===== src/rtl/ad7763_pkg.sv =====
// ad7763_pkg
// Shared definitions for the AD7763 control-word arbiter:
//   - arbiter state encoding
//   - control-word field positions ([31:16] register address, [15:0] data)
//   - AD7763 register addresses used by the power-up sequence
//   - grant_id value reported while the power-up sequence runs
//   - cw_make(): builds a control word from address and data
package ad7763_pkg;

  typedef enum logic [2:0] {
    ST_INIT_ISSUE = 3'd0,
    ST_IDLE       = 3'd1,
    ST_ISSUE      = 3'd2,
    ST_WAIT_DONE  = 3'd3,
    ST_GAP        = 3'd4
  } arb_state_e;

  localparam int ADDR_MSB = 31;
  localparam int ADDR_LSB = 16;
  localparam int DATA_MSB = 15;

  localparam logic [15:0] REG_CTRL1 = 16'h0001;
  localparam logic [15:0] REG_CTRL2 = 16'h0002;

  localparam logic [2:0] GRANT_INIT = 3'd7;

  function automatic logic [31:0] cw_make(input logic [15:0] addr, input logic [15:0] data);
    logic [31:0] word_s;
    word_s = 32'h0000_0000;
    word_s[ADDR_MSB:ADDR_LSB] = addr;
    word_s[DATA_MSB:0] = data;
    return word_s;
  endfunction

endpackage


===== src/rtl/ad7763_rr_pick.sv =====
// ad7763_rr_pick
// Combinational round-robin picker: selects the first asserted request at or
// after the pointer position, wrapping around.
// Ports:
//   req        in   NUM_REQ  request vector
//   ptr        in   3        round-robin start position (always < NUM_REQ)
//   grant      out  NUM_REQ  one-hot selection (all zero when no request)
//   grant_idx  out  3        index of the selected request
//   grant_any  out  1        at least one request is asserted
module ad7763_rr_pick #(
  parameter int NUM_REQ = 2
) (
  input  logic [NUM_REQ-1:0] req,
  input  logic [2:0]         ptr,
  output logic [NUM_REQ-1:0] grant,
  output logic [2:0]         grant_idx,
  output logic               grant_any
);

  localparam logic [3:0] NUM_REQ_W = 4'(NUM_REQ);

  logic [3:0] pos_s;
  logic       found_s;

  // Scan positions ptr, ptr+1, ... (mod NUM_REQ) and take the first request.
  always_comb begin
    grant     = '0;
    grant_idx = 3'd0;
    found_s   = 1'b0;
    pos_s     = 4'd0;
    for (int k = 0; k < NUM_REQ; k++) begin
      pos_s = {1'b0, ptr} + 4'(k);
      if (pos_s >= NUM_REQ_W) begin
        pos_s = pos_s - NUM_REQ_W;
      end else begin
        pos_s = pos_s;
      end
      for (int i = 0; i < NUM_REQ; i++) begin
        if (!found_s && (pos_s == 4'(i)) && req[i]) begin
          grant[i]  = 1'b1;
          grant_idx = 3'(i);
          found_s   = 1'b1;
        end else begin
          found_s = found_s;
        end
      end
    end
  end

  assign grant_any = found_s;

endmodule


===== src/rtl/ad7763_ctrl_arbiter.sv =====
// ad7763_ctrl_arbiter
// Shares the AD7763 control-word path between NUM_REQ requesters. After reset
// it issues INIT_WORDS power-up words, then grants requesters round-robin and
// forwards one 32-bit word at a time, waiting for m_done (or a timeout) and a
// minimum gap before the next word.
// Ports:
//   aclk, aresetn   clock, asynchronous active-low reset
//   req_valid/data  per-requester word valid / word (requester i at [32*i+31:32*i])
//   req_ready       one-hot, single-cycle acceptance pulse
//   m_valid/m_data  word to serializer, m_ready accepts it
//   m_done          serializer finished the frame (single-cycle pulse)
//   busy            high in every state except IDLE
//   init_done       power-up sequence complete
//   grant_id        last granted requester, 7 while initializing
//   err_timeout     sticky timeout flag, cleared by err_clr
module ad7763_ctrl_arbiter
  import ad7763_pkg::*;
#(
  parameter int          NUM_REQ        = 2,
  parameter int          GAP_CYCLES     = 64,
  parameter int          TIMEOUT_CYCLES = 4096,
  parameter int          INIT_WORDS     = 2,
  parameter logic [31:0] INIT_WORD0     = cw_make(REG_CTRL1, 16'h0002),
  parameter logic [31:0] INIT_WORD1     = cw_make(REG_CTRL2, 16'h0000),
  parameter logic [31:0] INIT_WORD2     = 32'h0000_0000,
  parameter logic [31:0] INIT_WORD3     = 32'h0000_0000
) (
  input  logic                    aclk,
  input  logic                    aresetn,
  input  logic [NUM_REQ-1:0]      req_valid,
  input  logic [32*NUM_REQ-1:0]   req_data,
  output logic [NUM_REQ-1:0]      req_ready,
  output logic                    m_valid,
  output logic [31:0]             m_data,
  input  logic                    m_ready,
  input  logic                    m_done,
  output logic                    busy,
  output logic                    init_done,
  output logic [2:0]              grant_id,
  output logic                    err_timeout,
  input  logic                    err_clr
);

  localparam logic [15:0] GAP_LAST      = 16'(GAP_CYCLES - 1);
  localparam logic [19:0] TMO_LAST      = 20'(TIMEOUT_CYCLES - 1);
  localparam logic [1:0]  INIT_LAST     = 2'(INIT_WORDS - 1);
  localparam logic [2:0]  REQ_LAST      = 3'(NUM_REQ - 1);
  localparam arb_state_e  RST_STATE     = (INIT_WORDS > 0) ? ST_INIT_ISSUE : ST_IDLE;
  localparam logic        RST_INIT_DONE = (INIT_WORDS == 0);

  arb_state_e           state_r;
  logic [1:0]           init_idx_r;
  logic [2:0]           rr_ptr_r;
  logic [15:0]          gap_cnt_r;
  logic [19:0]          tmo_cnt_r;
  logic                 m_valid_r;
  logic [31:0]          m_data_r;
  logic [NUM_REQ-1:0]   req_ready_r;
  logic                 busy_r;
  logic                 init_done_r;
  logic [2:0]           grant_id_r;
  logic                 err_timeout_r;

  logic [NUM_REQ-1:0]   pick_oh_s;
  logic [2:0]           pick_idx_s;
  logic                 pick_any_s;
  logic [31:0]          pick_data_s;
  logic [31:0]          init_word_s;
  logic [2:0]           rr_next_s;
  logic                 tmo_hit_s;

  ad7763_rr_pick #(
    .NUM_REQ (NUM_REQ)
  ) u_pick (
    .req       (req_valid),
    .ptr       (rr_ptr_r),
    .grant     (pick_oh_s),
    .grant_idx (pick_idx_s),
    .grant_any (pick_any_s)
  );

  // Select the data word of the picked requester.
  always_comb begin
    pick_data_s = 32'h0000_0000;
    for (int i = 0; i < NUM_REQ; i++) begin
      if (pick_oh_s[i]) begin
        pick_data_s = req_data[32*i +: 32];
      end else begin
        pick_data_s = pick_data_s;
      end
    end
  end

  // Power-up word for the current init index.
  always_comb begin
    case (init_idx_r)
      2'd0:    init_word_s = INIT_WORD0;
      2'd1:    init_word_s = INIT_WORD1;
      2'd2:    init_word_s = INIT_WORD2;
      2'd3:    init_word_s = INIT_WORD3;
      default: init_word_s = 32'h0000_0000;
    endcase
  end

  // Pointer after a grant: one past the winner, wrapping to 0.
  always_comb begin
    if (pick_idx_s == REQ_LAST) begin
      rr_next_s = 3'd0;
    end else begin
      rr_next_s = pick_idx_s + 3'd1;
    end
  end

  // Timeout fires only when the terminal count is reached without m_done.
  always_comb begin
    if ((state_r == ST_WAIT_DONE) && !m_done && (tmo_cnt_r == TMO_LAST)) begin
      tmo_hit_s = 1'b1;
    end else begin
      tmo_hit_s = 1'b0;
    end
  end

  // Main arbiter FSM with registered outputs.
  always_ff @(posedge aclk or negedge aresetn) begin
    if (!aresetn) begin
      state_r       <= RST_STATE;
      init_idx_r    <= 2'd0;
      rr_ptr_r      <= 3'd0;
      gap_cnt_r     <= 16'd0;
      tmo_cnt_r     <= 20'd0;
      m_valid_r     <= 1'b0;
      m_data_r      <= 32'h0000_0000;
      req_ready_r   <= '0;
      busy_r        <= 1'b1;
      init_done_r   <= RST_INIT_DONE;
      grant_id_r    <= GRANT_INIT;
      err_timeout_r <= 1'b0;
    end else begin
      req_ready_r <= '0;

      // err_clr wins over a timeout in the same cycle
      if (err_clr) begin
        err_timeout_r <= 1'b0;
      end else if (tmo_hit_s) begin
        err_timeout_r <= 1'b1;
      end else begin
        err_timeout_r <= err_timeout_r;
      end

      case (state_r)
        ST_INIT_ISSUE, ST_ISSUE: begin
          busy_r <= 1'b1;
          if (m_valid_r && m_ready) begin
            m_valid_r <= 1'b0;
            tmo_cnt_r <= 20'd0;
            state_r   <= ST_WAIT_DONE;
          end else if (state_r == ST_INIT_ISSUE) begin
            m_valid_r <= 1'b1;
            m_data_r  <= init_word_s;
          end else begin
            // requester word was latched at grant; hold it until accepted
            m_valid_r <= 1'b1;
          end
        end

        ST_IDLE: begin
          m_valid_r <= 1'b0;
          if (pick_any_s && init_done_r) begin
            req_ready_r <= pick_oh_s;
            m_data_r    <= pick_data_s;
            grant_id_r  <= pick_idx_s;
            rr_ptr_r    <= rr_next_s;
            busy_r      <= 1'b1;
            state_r     <= ST_ISSUE;
          end else begin
            busy_r <= 1'b0;
          end
        end

        ST_WAIT_DONE: begin
          busy_r <= 1'b1;
          if (m_done || (tmo_cnt_r == TMO_LAST)) begin
            // word is dropped on timeout, no retry
            gap_cnt_r <= 16'd0;
            state_r   <= ST_GAP;
          end else begin
            tmo_cnt_r <= tmo_cnt_r + 20'd1;
          end
        end

        ST_GAP: begin
          if (gap_cnt_r == GAP_LAST) begin
            if (!init_done_r) begin
              if (init_idx_r == INIT_LAST) begin
                init_done_r <= 1'b1;
                busy_r      <= 1'b0;
                state_r     <= ST_IDLE;
              end else begin
                init_idx_r <= init_idx_r + 2'd1;
                busy_r     <= 1'b1;
                state_r    <= ST_INIT_ISSUE;
              end
            end else begin
              busy_r  <= 1'b0;
              state_r <= ST_IDLE;
            end
          end else begin
            busy_r    <= 1'b1;
            gap_cnt_r <= gap_cnt_r + 16'd1;
          end
        end

        default: begin
          m_valid_r <= 1'b0;
          busy_r    <= 1'b1;
          state_r   <= RST_STATE;
        end
      endcase
    end
  end

  assign req_ready   = req_ready_r;
  assign m_valid     = m_valid_r;
  assign m_data      = m_data_r;
  assign busy        = busy_r;
  assign init_done   = init_done_r;
  assign grant_id    = grant_id_r;
  assign err_timeout = err_timeout_r;

endmodule


===== config.mk =====
export PLATFORM = sky130hd
export DESIGN_NAME = ad7763_ctrl_arbiter
export DESIGN_NICKNAME = d
export VERILOG_FILES = /design/src/rtl/ad7763_pkg.sv /design/src/rtl/ad7763_rr_pick.sv /design/src/rtl/ad7763_ctrl_arbiter.sv
export SDC_FILE = /design/constraint.sdc
export NUM_CORES = 1
export LEC_CHECK = 0
export ABC_AREA = 1
export CORE_MARGIN = 2
export CORE_UTILIZATION = 45
export CTS_BUF_LIST = sky130_fd_sc_hd__clkbuf_2
export CTS_CLUSTER_SIZE = 14
export DETAILED_ROUTE_END_ITERATION = 6
export GPL_TIMING_DRIVEN = 0
export PLACE_DENSITY_LB_ADDON = 0.2
export SLEW_MARGIN = 20
export SYNTH_ARGS = -nofsm -noshare
export SYNTH_HDL_FRONTEND = slang
export SYNTH_SLANG_ARGS = --single-unit

===== constraint.sdc =====
create_clock -name aclk -period 4 [get_ports aclk]
set_input_delay 0.8 -clock aclk [delete_from_list [all_inputs] [get_ports aclk]]
set_output_delay 0.8 -clock aclk [all_outputs]
set_load 0.1 [all_outputs]

Word level (Yosys, flattened, before mapping)
Index checks and enable logic that the tools add are counted.
{ "op_classes": {"addsub": 7, "n_lt_le_gt_ge": 2, "eq_ne": 20, "n_mux": 47, "bitwise_logic": 2, "n_reduce_logical": 34} }
{ "ops": {"columns": ["operator", "count"], "rows": [
  ["$mux 32", 5],
  ["$pmux 32 s3", 1],
  ["$pmux 32 s2", 1],
  ["$mux 20", 2],
  ["$pmux 20 s2", 1],
  ["$mux 16", 2],
  ["$pmux 16 s2", 1],
  ["$mux 1", 21],
  ["$add 20x1->20 const B", 1],
  ["$eq 20x12->1 const B", 1],
  ["$mux 3", 6],
  ["$add 16x1->16 const B", 1],
  ["$eq 16x6->1 const B", 1],
  ["$ne 2x2->1 const B", 7],
  ["$pmux 3 s4", 1],
  ["$reduce_and 4->1", 3],
  ["$logic_and 1x1->1", 11],
  ["$eq 4x1->1 const B", 2],
  ["$logic_not 4->1", 2],
  ["$mux 4", 2],
  ["$reduce_bool 2->1", 4],
  ["$eq 3x1->1 const B", 2],
  ["$eq 3x2->1 const B", 2],
  ["$reduce_and 3->1", 2],
  ["20 further kinds", 30]
]} }
{ "word_totals": {"regBits": 85} }

Longest topological paths before layout
Gate-level depths: netlist (run 1).
{ "logic_depth": {"ltp_word": 20, "mapped_depth": 12, "ltp_nobuf": 11} }

Cells and area by module
A second synthesis (run 1) with hierarchy kept.
{ "hier_totals": {"cells_unflattened": 653, "area_unflattened_um2": 4882.2} }
{ "modules_own_cells": {"columns": ["module", "instances", "cells_per_inst", "area_per_inst_um2", "seq_area_each_um2"], "rows": [
  ["ad7763_ctrl_arbiter", 1, 615, 4657.0, 2132.0],
  ["ad7763_rr_pick", 1, 38, 225.2, 0.0]
]} }

Worst setup path before layout (run 1)
Ideal clock, no wire load.
{ "synth_timing": {"path_kind": "flip-flop to output port", "from": "reg, netlist name grant_id[1]", "to": "out grant_id[2]", "t_arrival_ns": 1.226, "required_ns": 3.200, "setup_slack_ns": 1.974, "path_stages_with_launch": 2, "n_path_buf": 1, "path_cell_list": "dfstp_2 > buf_4"} }
{ "synth_rtl": {"columns": ["element", "line_no", "rtl"], "rows": [
  ["end: declaration", "ad7763_ctrl_arbiter.sv:39", "output logic [2:0] grant_id,"]
]} }

==> qor.csv, run 1 <==
stage,metric,value,unit
run_status,status,finished clean,
logic_synthesis,synthesis.area,4450,um^2
worst_setup_path,reg2reg_slack,1.90,ns
timing,slew_headroom,31.4,%
clock_network,ctsHoldBuffers,0,
final_layout,area_growth,32.5,%
timing,worstMarginPinSlew,1.03,ns
place,dp_hpwl,8500,um
clock_network,root_buffer,clkbuf_2,
clock_network,clkSlewWorstSetupHoldPaths,0.23,ns
global_routing,grt_usage,21.6,%
worst_setup_path,required,3.20,ns
run,drv.max_cap_violation_count,0,
logic_synthesis,syn_nets,674,
clock_network,post_cts.repair.setup_buffers,0,
clock_network,cts_tree,built,
logic_synthesis,synth_top_area_share,44.4,%
worst_setup_path,start_kind,flip-flop,
logic_synthesis,async_reset_ff_share,100,%
timing,setup_viol_count_final,0,
final_layout,drive_gt1_share,7.71,%
floorplanning,ios,112,
worst_setup_path,crit_fanout,3,
floorplanning,die_y,103,um
route,num_vias,4283,
timing,rsz0062_at_grt,false,
route,first_pass_iters,4,
final_layout,utilization,60.9,%
final_layout,final_cell_mix,"241 x nand2_1, 110 x clkdlybuf4s50_1, 79 x dfrtp_1",
timing,finalHoldViolCount,0,
worst_setup_path,r2r_cells,12,
final_layout,n_fill_cell,923,
clock_network,cts.htree.levels,3,
worst_setup_path,crit_start,grant_id[1],
floorplanning,core-area,9680,um^2
logic_synthesis,yosys.area_share.xor_xnor,3.93,%
route,wl_per_cell,13.0,um
route,wirelength,11200,um
pwr,power_density,413,nW/um^2
timing,fin_skew,0.0305,ns
worst_setup_path,end_kind,output port,
timing,fin_crit,3.17,ns
global_routing,antenna_found_initial,0,
timing,min_period_over_period,79.2,%
global_routing,first_global_vias,4044,
logic_synthesis,ys_ff_latch,82,
timing,setup_tns,0,ns
final_layout,fin_nets,797,
logic_synthesis,yosys_warnings,0,
place,gp_congestion,0.927,
worst_setup_path,crit_path_end,grant_id[2],
pwr,total_power,0.00244,W
logic_synthesis,syn_inst,599,
worst_setup_path,crit-reg2reg-launch,tmo_cnt_r[0],
min_path,worstHoldPathType,in -> async,
logic_synthesis,seq_area_frac_synth,46.2,%
clock_network,cts-resized-gates,0,
clock_network,cts_made_buffers,9,
worst_setup_path,worstSetupPathType,reg -> out,
clock_network,cts_sinks,82,
logic_synthesis,synth_top_family_by_area,simple AND/OR/NAND/NOR gates,
route,final_antenna_net_count,0,
pwr,max-vdd-ir-drop,0.275,mV
logic_synthesis,synth_simple_gate_area_share,39.7,%
logic_synthesis,synthMuxAreaShare,0,%
route,vias_per_cell,4.99,
logic_synthesis,netlist_top_cells_area,"dfrtp_1 44%, nand2_1 20%, nand3_1 8.2%",
worst_setup_path,crit_arrival,2.37,ns
timing,drv_slew,0,
logic_synthesis,synth_edf_count,0,
logic_synthesis,yosysUniqueCellTypes,32,
timing,fmax,0.316,GHz
timing,whs,0.202,ns
global_routing,grt-ovfl-total,0,
route,drc,0,
floorplanning,start_util,46.0,%
global_routing,grt_pass1_wl,18100,um
floorplanning,dieWidth,103,um
logic_synthesis,synth_ff_type,dfrtp_1,
pwr,power_leakage,2.73,nW
logic_synthesis,synthAdderAreaFrac,1.12,%
place,numPortBuffers,111,
floorplanning,dieArea,10700,um^2
clock_network,clockBufferDepth,2,
worst_setup_path,reg2reg_to,tmo_cnt_r[14],
logic_synthesis,synth-compound-area-share,3.71,%
logic_synthesis,avgSynthCellArea,7.43,um^2
clock_network,insertion_delay,0.55,ns
floorplanning,rows,36,
final_layout,n_antenna_cell,0,
route,drt-initial-drc-count,191,
final_layout,final_common_cell,nand2_1,
global_routing,grt_start_max_net_pins,43,
logic_synthesis,yosys.area.top_type,dfrtp_1,
## registers in the layout, indices dropped and copies added (netlist names), 2 cells and up
register    cells
grant_id        2
req_ready       2
gap_cnt_r      16
tmo_cnt_r      20
state_r         3
init_idx_r      2
m_data         32
## final cells by class
class	instances	area [um^2]	share of cell area (%)
flip-flops and latches	82	2060	34.9
clock inverters	6	106	1.80
clock buffers	9	45.0	0.764
multi-input cells	464	2160	36.6
plain buffers	16	98.8	1.68
well taps	133	166	2.82
inverters	37	139	2.35
repair buffers	112	1130	19.1
## cells in the mapped netlist, types with 2 or more instances
master and instances:
inv_1 33, o21ai_1 5, xnor2_1 9, nand4_1 10, nor2_1 61, or2_2 4
nand2_2 2, a21oi_1 10, a21oi_2 2, nor3_1 7, clkbuf_1 2, dfrtp_1 79
buf_2 10, nand2_1 241, ha_1 4, xor2_1 11, nor2_4 2, o21ai_0 10
inv_2 4, dfstp_2 3, nand2_4 4, buf_6 3, nand3_1 73, nor2_2 2
## power breakdown
part / switching (W) / internal [W]
clock: 0.000289 / 0.000263
sequential: 0.0000683 / 0.000899
combinational: 0.000635 / 0.000282
## critical path, cell delays in order (launching register included)
cell and delay [ns]:
dfstp_2 0.60, buf_4 0.11, clkdlybuf4s50_1 1.12
## worst min path at each step
stage	depth (start not counted)	end	start
2_1_floorplan	2	gap_cnt_r[1]	gap_cnt_r[1]
3_3_place_gp	2	grant_id[1]	grant_id[1]
3_5_place_dp	2	grant_id[1]	grant_id[1]
4_1_cts	1	m_data[4]	aresetn
5_1_grt	1	state_r[1]	aresetn
6_report	1	state_r[1]	aresetn
## per-stage QoR
stage | instances | setup slack (ns) | instance area [um^2]
floorplan | 599 | 1.97 | 4450
detailed placement | 844 | 1.42 | 5750
finish | 859 | 0.831 | 5900
global placement | 843 | -0.905 | 5730
CTS | 859 | 0.763 | 5900
global route | 859 | 0.705 | 5900
## logic make-up after synthesis
kind of cell             after synthesis
XOR/XNOR                              20
adder cells (fa/ha/maj)                4
AO/OA/AOI/OAI                         30
flip-flops                            82
buffers and inverters                 53
AND/OR/NAND/NOR                      410
## layer usage
layer  vias up  GRT usage (%)  part of all wire, %
met1      2011           27.2                   43
met3        24           5.98                  4.3
li1       2152              -                    -
met4         0           6.58                  2.2
met2        96           36.3                   50
met5         -              0                    0
Power figures use the tool's default switching activity.
==> run 2: changes to the inputs <==
==> constraint.sdc (replaced) <==
create_clock -name aclk -period 2.65 [get_ports aclk]
set_input_delay 0.53 -clock aclk [delete_from_list [all_inputs] [get_ports aclk]]
set_output_delay 0.53 -clock aclk [all_outputs]
set_load 0.1 [all_outputs]
==> qor.csv, run 2 (same netlist as run 1, synthesis figures left out) <==
stage,metric,value,unit
run_status,status,finished clean,
clock_network,insertion_delay,0.55,ns
place,gp_congestion,0.927,
global_routing,use_met1,27.2,%
worst_setup_path,reg2reg_slack,0.55,ns
final_layout,fin_nets,798,
worst_setup_path,path_buf_inv,1,
worst_setup_path,cp_cell_sequence,dlygate4sd2_1,
route,wl_per_cell,13.0,um
worst_setup_path,reg2reg_to,tmo_cnt_r[14],
clock_network,cts_tree,built,
worst_setup_path,start_kind,flip-flop,
clock_network,cts_sinks,82,
timing,min_period_over_period,94.2,%
route,drc,0,
route,vias_per_cell,4.97,
clock_network,clockBufferDepth,2,
floorplanning,start_util,46.0,%
final_layout,utilization,60.6,%
pwr,power_density,622,nW/um^2
pwr,pwr-share-comb,37.3,%
min_path,worstHoldPathType,in -> reg,
pwr,power.internal,0.00215,W
global_routing,busiest_layer,met2,
timing,rsz0062_at_grt,false,
final_layout,final_cell_mix,"241 x nand2_1, 79 x dfrtp_1, 73 x nand3_1",
global_routing,grt_start_max_net_pins,43,
global_routing,met2_usage,36.3,%
worst_setup_path,required,2.12,ns
timing,fin_crit,2.50,ns
place,dp_hpwl,8500,um
min_path,hold_depth,2,
floorplanning,die_y,103,um
worst_setup_path,crit_arrival,1.97,ns
route,first_pass_iters,5,
clock_network,cts.htree.levels,3,
clock_network,post_cts.repair.setup_buffers,0,
route,drt-initial-drc-count,179,
global_routing,grt_usage,21.6,%
place,pre_cts_slack,0.343,ns
timing,setup_tns,0,ns
final_layout,drive_gt1_share,7.84,%
clock_network,root_buffer,clkbuf_2,
floorplanning,rows,36,
timing,drv_slew,0,
final_layout,n_antenna_cell,0,
global_routing,grt_use_met3,5.98,%
timing,finalHoldViolCount,0,
timing,setup_viol_count_final,0,
timing,fin_skew,0.0291,ns
timing,worstMarginPinSlew,1.02,ns
pwr,power_leakage,2.95,nW
timing,slew_headroom,32.5,%
timing,fmax,0.401,GHz
place,numPortBuffers,111,
clock_network,clkSlewWorstSetupHoldPaths,0.22,ns
pwr,switching_share,41.0,%
worst_setup_path,r2r_cells,12,
timing,fin_ws,0.154,ns
floorplanning,dieWidth,103,um
worst_setup_path,crit_slowest_cell,dlygate4sd2_1,
worst_setup_path,crit_fanout,2,
floorplanning,core-area,9680,um^2
global_routing,grt-ovfl-total,0,
floorplanning,dieArea,10700,um^2
final_layout,final_common_cell,nand2_1,
global_routing,grt_pass1_wl,18100,um
pwr,power_switching,0.00150,W
final_layout,largest_register_ffs,32,
worst_setup_path,cpLargestDelayFamily,buffers and inverters,
route,wirelength,11200,um
route,num_vias,4275,
clock_network,cts_made_buffers,9,
min_path,hp-start,err_clr,
pwr,p_seq_share,39.9,%
pwr,max-vdd-ir-drop,0.415,mV
global_routing,first_global_vias,4038,
worst_setup_path,end_kind,output port,
global_routing,antenna_found_initial,0,
worst_setup_path,worstSetupPathType,reg -> out,
min_path,worst_hold_path.endpoint,err_timeout,
place,post-place-cells,844,
pwr,total_power,0.00365,W
worst_setup_path,cpPeakStageDelay,0.87,ns
floorplanning,ios,112,
pwr,clockPowerShare,22.8,%
final_layout,area_growth,31.8,%
final_layout,final_cells,860,
run,drv.max_cap_violation_count,0,
route,final_antenna_net_count,0,
worst_setup_path,crit-reg2reg-launch,tmo_cnt_r[0],
-- run 2: cell types whose count changed in the layout (fill, tap and decap cells not counted), sizes merged --
cell	delta
clkdlybuf4s50	-41
dlymetal6s2s	+3
buf	+1
dlygate4sd3	+1
clkdlybuf4s15	+1
dlygate4sd2	+36
-- run 2: routing by layer --
layer / part of all wire (%) / vias up
li1: - / 2151
met4: 2.1 / 0
met2: 50 / 87
met5: 0 / -
met1: 43 / 2016
met3: 4.1 / 21
-- run 2: layout make-up --
cell class	count	area, um^2
Fill cell	938	3820
Sequential cell	82	2060
Buffer	16	98.8
Timing Repair Buffer	113	1100
Multi-Input combinational cell	464	2160
Inverter	37	139
Tap cell	133	166
Clock inverter	6	106
Clock buffer	9	45.0
-- run 2: worst max-delay path by stage --
| stage | endpoint | startpoint | cells past startpoint |
|---|---|---|---|
| 6_report | grant_id[0] | grant_id[0] | 1 |
| 5_1_grt | grant_id[0] | grant_id[0] | 1 |
| 4_1_cts | m_data[24] | m_data[24] | 1 |
| 3_5_place_dp | m_data[26] | req_valid[1] | 7 |
| 3_3_place_gp | m_data[2] | aresetn | 1 |
| 2_1_floorplan | m_data[0] | init_done | 7 |
-- run 2: metrics by stage --
stage,area (um^2),hold slack [ns]
detailed placement,5750,0.465
floorplan,4450,0.234
finish,5870,0.476
CTS,5860,0.414
global route,5870,0.372
global placement,5730,0.461
-- run 2: timing repair --
item	CTS	global route
cloned	0	0
gates resized for setup	39	4
endpoints found under the setup margin	38	4
hold buffers	1	0
hold endpoints to repair	39	0
-- run 2: power by group through the flow --
stage | Clock (W) | Combinational (W) | Sequential (W)
3_5_place_dp | 0 | 0.00140 | 0.00148
6_report | 0.000833 | 0.00136 | 0.00146
4_1_cts | 0.000867 | 0.00138 | 0.00146
3_3_place_gp | 0 | 0.00138 | 0.00148
5_1_grt | 0.000922 | 0.00149 | 0.00147
2_1_floorplan | 0 | 0.000692 | 0.00174
==> run 3: changes to the inputs <==
--- a/config.mk
+++ b/config.mk
@@ -6,13 +6,13 @@
 export NUM_CORES = 1
 export LEC_CHECK = 0
 export ABC_AREA = 1
-export CORE_MARGIN = 2
 export CORE_UTILIZATION = 45
 export CTS_BUF_LIST = sky130_fd_sc_hd__clkbuf_2
 export CTS_CLUSTER_SIZE = 14
 export DETAILED_ROUTE_END_ITERATION = 6
 export GPL_TIMING_DRIVEN = 0
 export PLACE_DENSITY_LB_ADDON = 0.2
+export SKIP_LAST_GASP = 1
 export SLEW_MARGIN = 20
 export SYNTH_ARGS = -nofsm -noshare
 export SYNTH_HDL_FRONTEND = slang
==> qor.csv, run 3 (same netlist as run 1, synthesis figures left out) <==
stage,metric,value,unit
run_status,status,finished clean,
worst_setup_path,reg2reg_to,tmo_cnt_r[8],
timing,rsz0062_at_grt,false,
final_layout,fin_nets,798,
floorplanning,die_y,101,um
final_layout,final_area,5810,um^2
floorplanning,core-area,9420,um^2
timing,whs,0.448,ns
timing,slew_headroom,33.1,%
worst_setup_path,cp_cell_sequence,dlygate4sd2_1,
worst_setup_path,required,2.12,ns
place,gp_congestion,0.942,
place,dp_hpwl,8680,um
worst_setup_path,crit_arrival,2.04,ns
place,placed_area,5740,um^2
route,wl_per_cell,13.3,um
pwr,max-vdd-ir-drop,0.452,mV
floorplanning,rows,35,
route,final_antenna_net_count,0,
global_routing,grt_start_max_net_pins,43,
timing,finalHoldViolCount,0,
route,first_pass_iters,4,
worst_setup_path,crit_start,grant_id[1],
worst_setup_path,cpPeakStageDelay,0.86,ns
run,drv.max_cap_violation_count,0,
worst_setup_path,start_kind,flip-flop,
timing,fin_crit,2.57,ns
global_routing,grt_pass1_wl,18900,um
timing,worstMarginPinSlew,1.01,ns
route,drt-initial-drc-count,137,
worst_setup_path,crit_fanout,3,
final_layout,multi_input_area,2160,um^2
worst_setup_path,cp.depth,1,
worst_setup_path,crit_slowest_cell,dlygate4sd2_1,
worst_setup_path,end_kind,output port,
floorplanning,dieArea,10300,um^2
global_routing,grt_use_met3,5.52,%
floorplanning,dieWidth,101,um
route,vias_per_cell,4.92,
final_layout,final_cell_mix,"241 x nand2_1, 79 x dfrtp_1, 73 x nand3_1",
clock_network,cts_sinks,82,
worst_setup_path,worstSetupPathType,reg -> out,
global_routing,grt_usage,23.6,%
global_routing,busiest_layer,met2,
clock_network,cts.htree.levels,3,
floorplanning,start_util,47.3,%
final_layout,final_common_cell,nand2_1,
place,numPortBuffers,111,
global_routing,met2_usage,40.7,%
final_layout,largest_register_ffs,32,
timing,fin_skew,0.0409,ns
global_routing,antenna_found_initial,0,
timing,fmax,0.390,GHz
timing,drv_slew,0,
global_routing,use_met1,28.3,%
worst_setup_path,path_buf_inv,1,
pwr,power_leakage,2.89,nW
route,num_vias,4216,
worst_setup_path,reg2reg_slack,0.49,ns
pwr,power_density,603,nW/um^2
worst_setup_path,cpLargestDelayFamily,buffers and inverters,
pwr,total_power,0.00350,W
global_routing,grt-ovfl-total,0,
min_path,worstHoldPathType,in -> async,
clock_network,cts_tree,built,
worst_setup_path,crit_path_end,grant_id[1],
worst_setup_path,crit-reg2reg-launch,tmo_cnt_r[0],
clock_network,root_buffer,clkbuf_2,
final_layout,n_antenna_cell,0,
final_layout,area_growth,30.5,%
final_layout,drive_gt1_share,7.97,%
final_layout,n_fill_cell,894,
timing,setup_viol_count_final,0,
floorplanning,ios,112,
global_routing,first_global_vias,4143,
final_layout,seq_area,2060,um^2
clock_network,cts_made_buffers,9,
clock_network,clockBufferDepth,2,
clock_network,clkSlewWorstSetupHoldPaths,0.24,ns
timing,min_period_over_period,96.9,%
route,wirelength,11400,um
route,drc,0,
worst_setup_path,r2r_cells,12,
clock_network,insertion_delay,0.58,ns
run 3: through the flow:
step / util, % / setup slack [ns] / cells / setup TNS (ns)
5_1_grt: 61.7 / 0.0167 / 857 / 0
6_report: 61.7 / 0.0834 / 857 / 0
4_1_cts: 61.7 / -0.0419 / 857 / -0.0419
2_1_floorplan: - / 0.643 / 599 / 0
3_3_place_gp: 60.8 / -1.95 / 839 / -156.41
3_5_place_dp: 61.0 / 0.290 / 840 / 0
run 3: worst min-delay path by stage:
| stage | start | end | slack [ns] | cells past startpoint |
|---|---|---|---|---|
| after floorplan | aresetn | err_timeout | 0.23 | 0 |
| after global placement | grant_id[1] | grant_id[1] | 0.46 | 2 |
| after detailed placement | grant_id[1] | grant_id[1] | 0.46 | 2 |
| after CTS | err_clr | err_timeout | 0.40 | 2 |
| after global routing | err_clr | err_timeout | 0.40 | 2 |
| final | aresetn | m_valid | 0.45 | 2 |
run 3: layer usage:
metal / routed length (um) / vias up / part of all wire [%]
met1: 4880 / 1958 / 43
met5: 0 / - / 0
met4: 296 / 0 / 2.6
met3: 475 / 26 / 4.2
li1: - / 2150 / -
met2: 5710 / 82 / 50
run 3: final cells by class:
type / count / share of cell area, %
sequential: 82 / 35.4
clock inverter: 7 / 1.16
timing repair buffer: 113 / 18.7
inverter: 37 / 2.39
multi-input combinational: 464 / 37.2
tap: 129 / 2.78
buffer: 16 / 1.70
clock buffer: 9 / 0.775
run 3: repair_timing:
| item | in CTS | in global routing |
|---|---|---|
| setup endpoints to repair | 41 | 1 |
| cloned | 0 | 0 |
| endpoints found under the hold margin | 39 | 0 |
| gates resized for setup | 41 | 2 |
| hold buffers | 1 | 0 |
| setup buffers | 0 | 0 |
run 3: power breakdown:
group	leakage, nW	total [W]	switching [W]	internal [W]
clock network	0.0674	0.000671	0.000457	0.000214
registers	1.11	0.00146	0.000103	0.00136
logic	1.71	0.00137	0.000974	0.000399
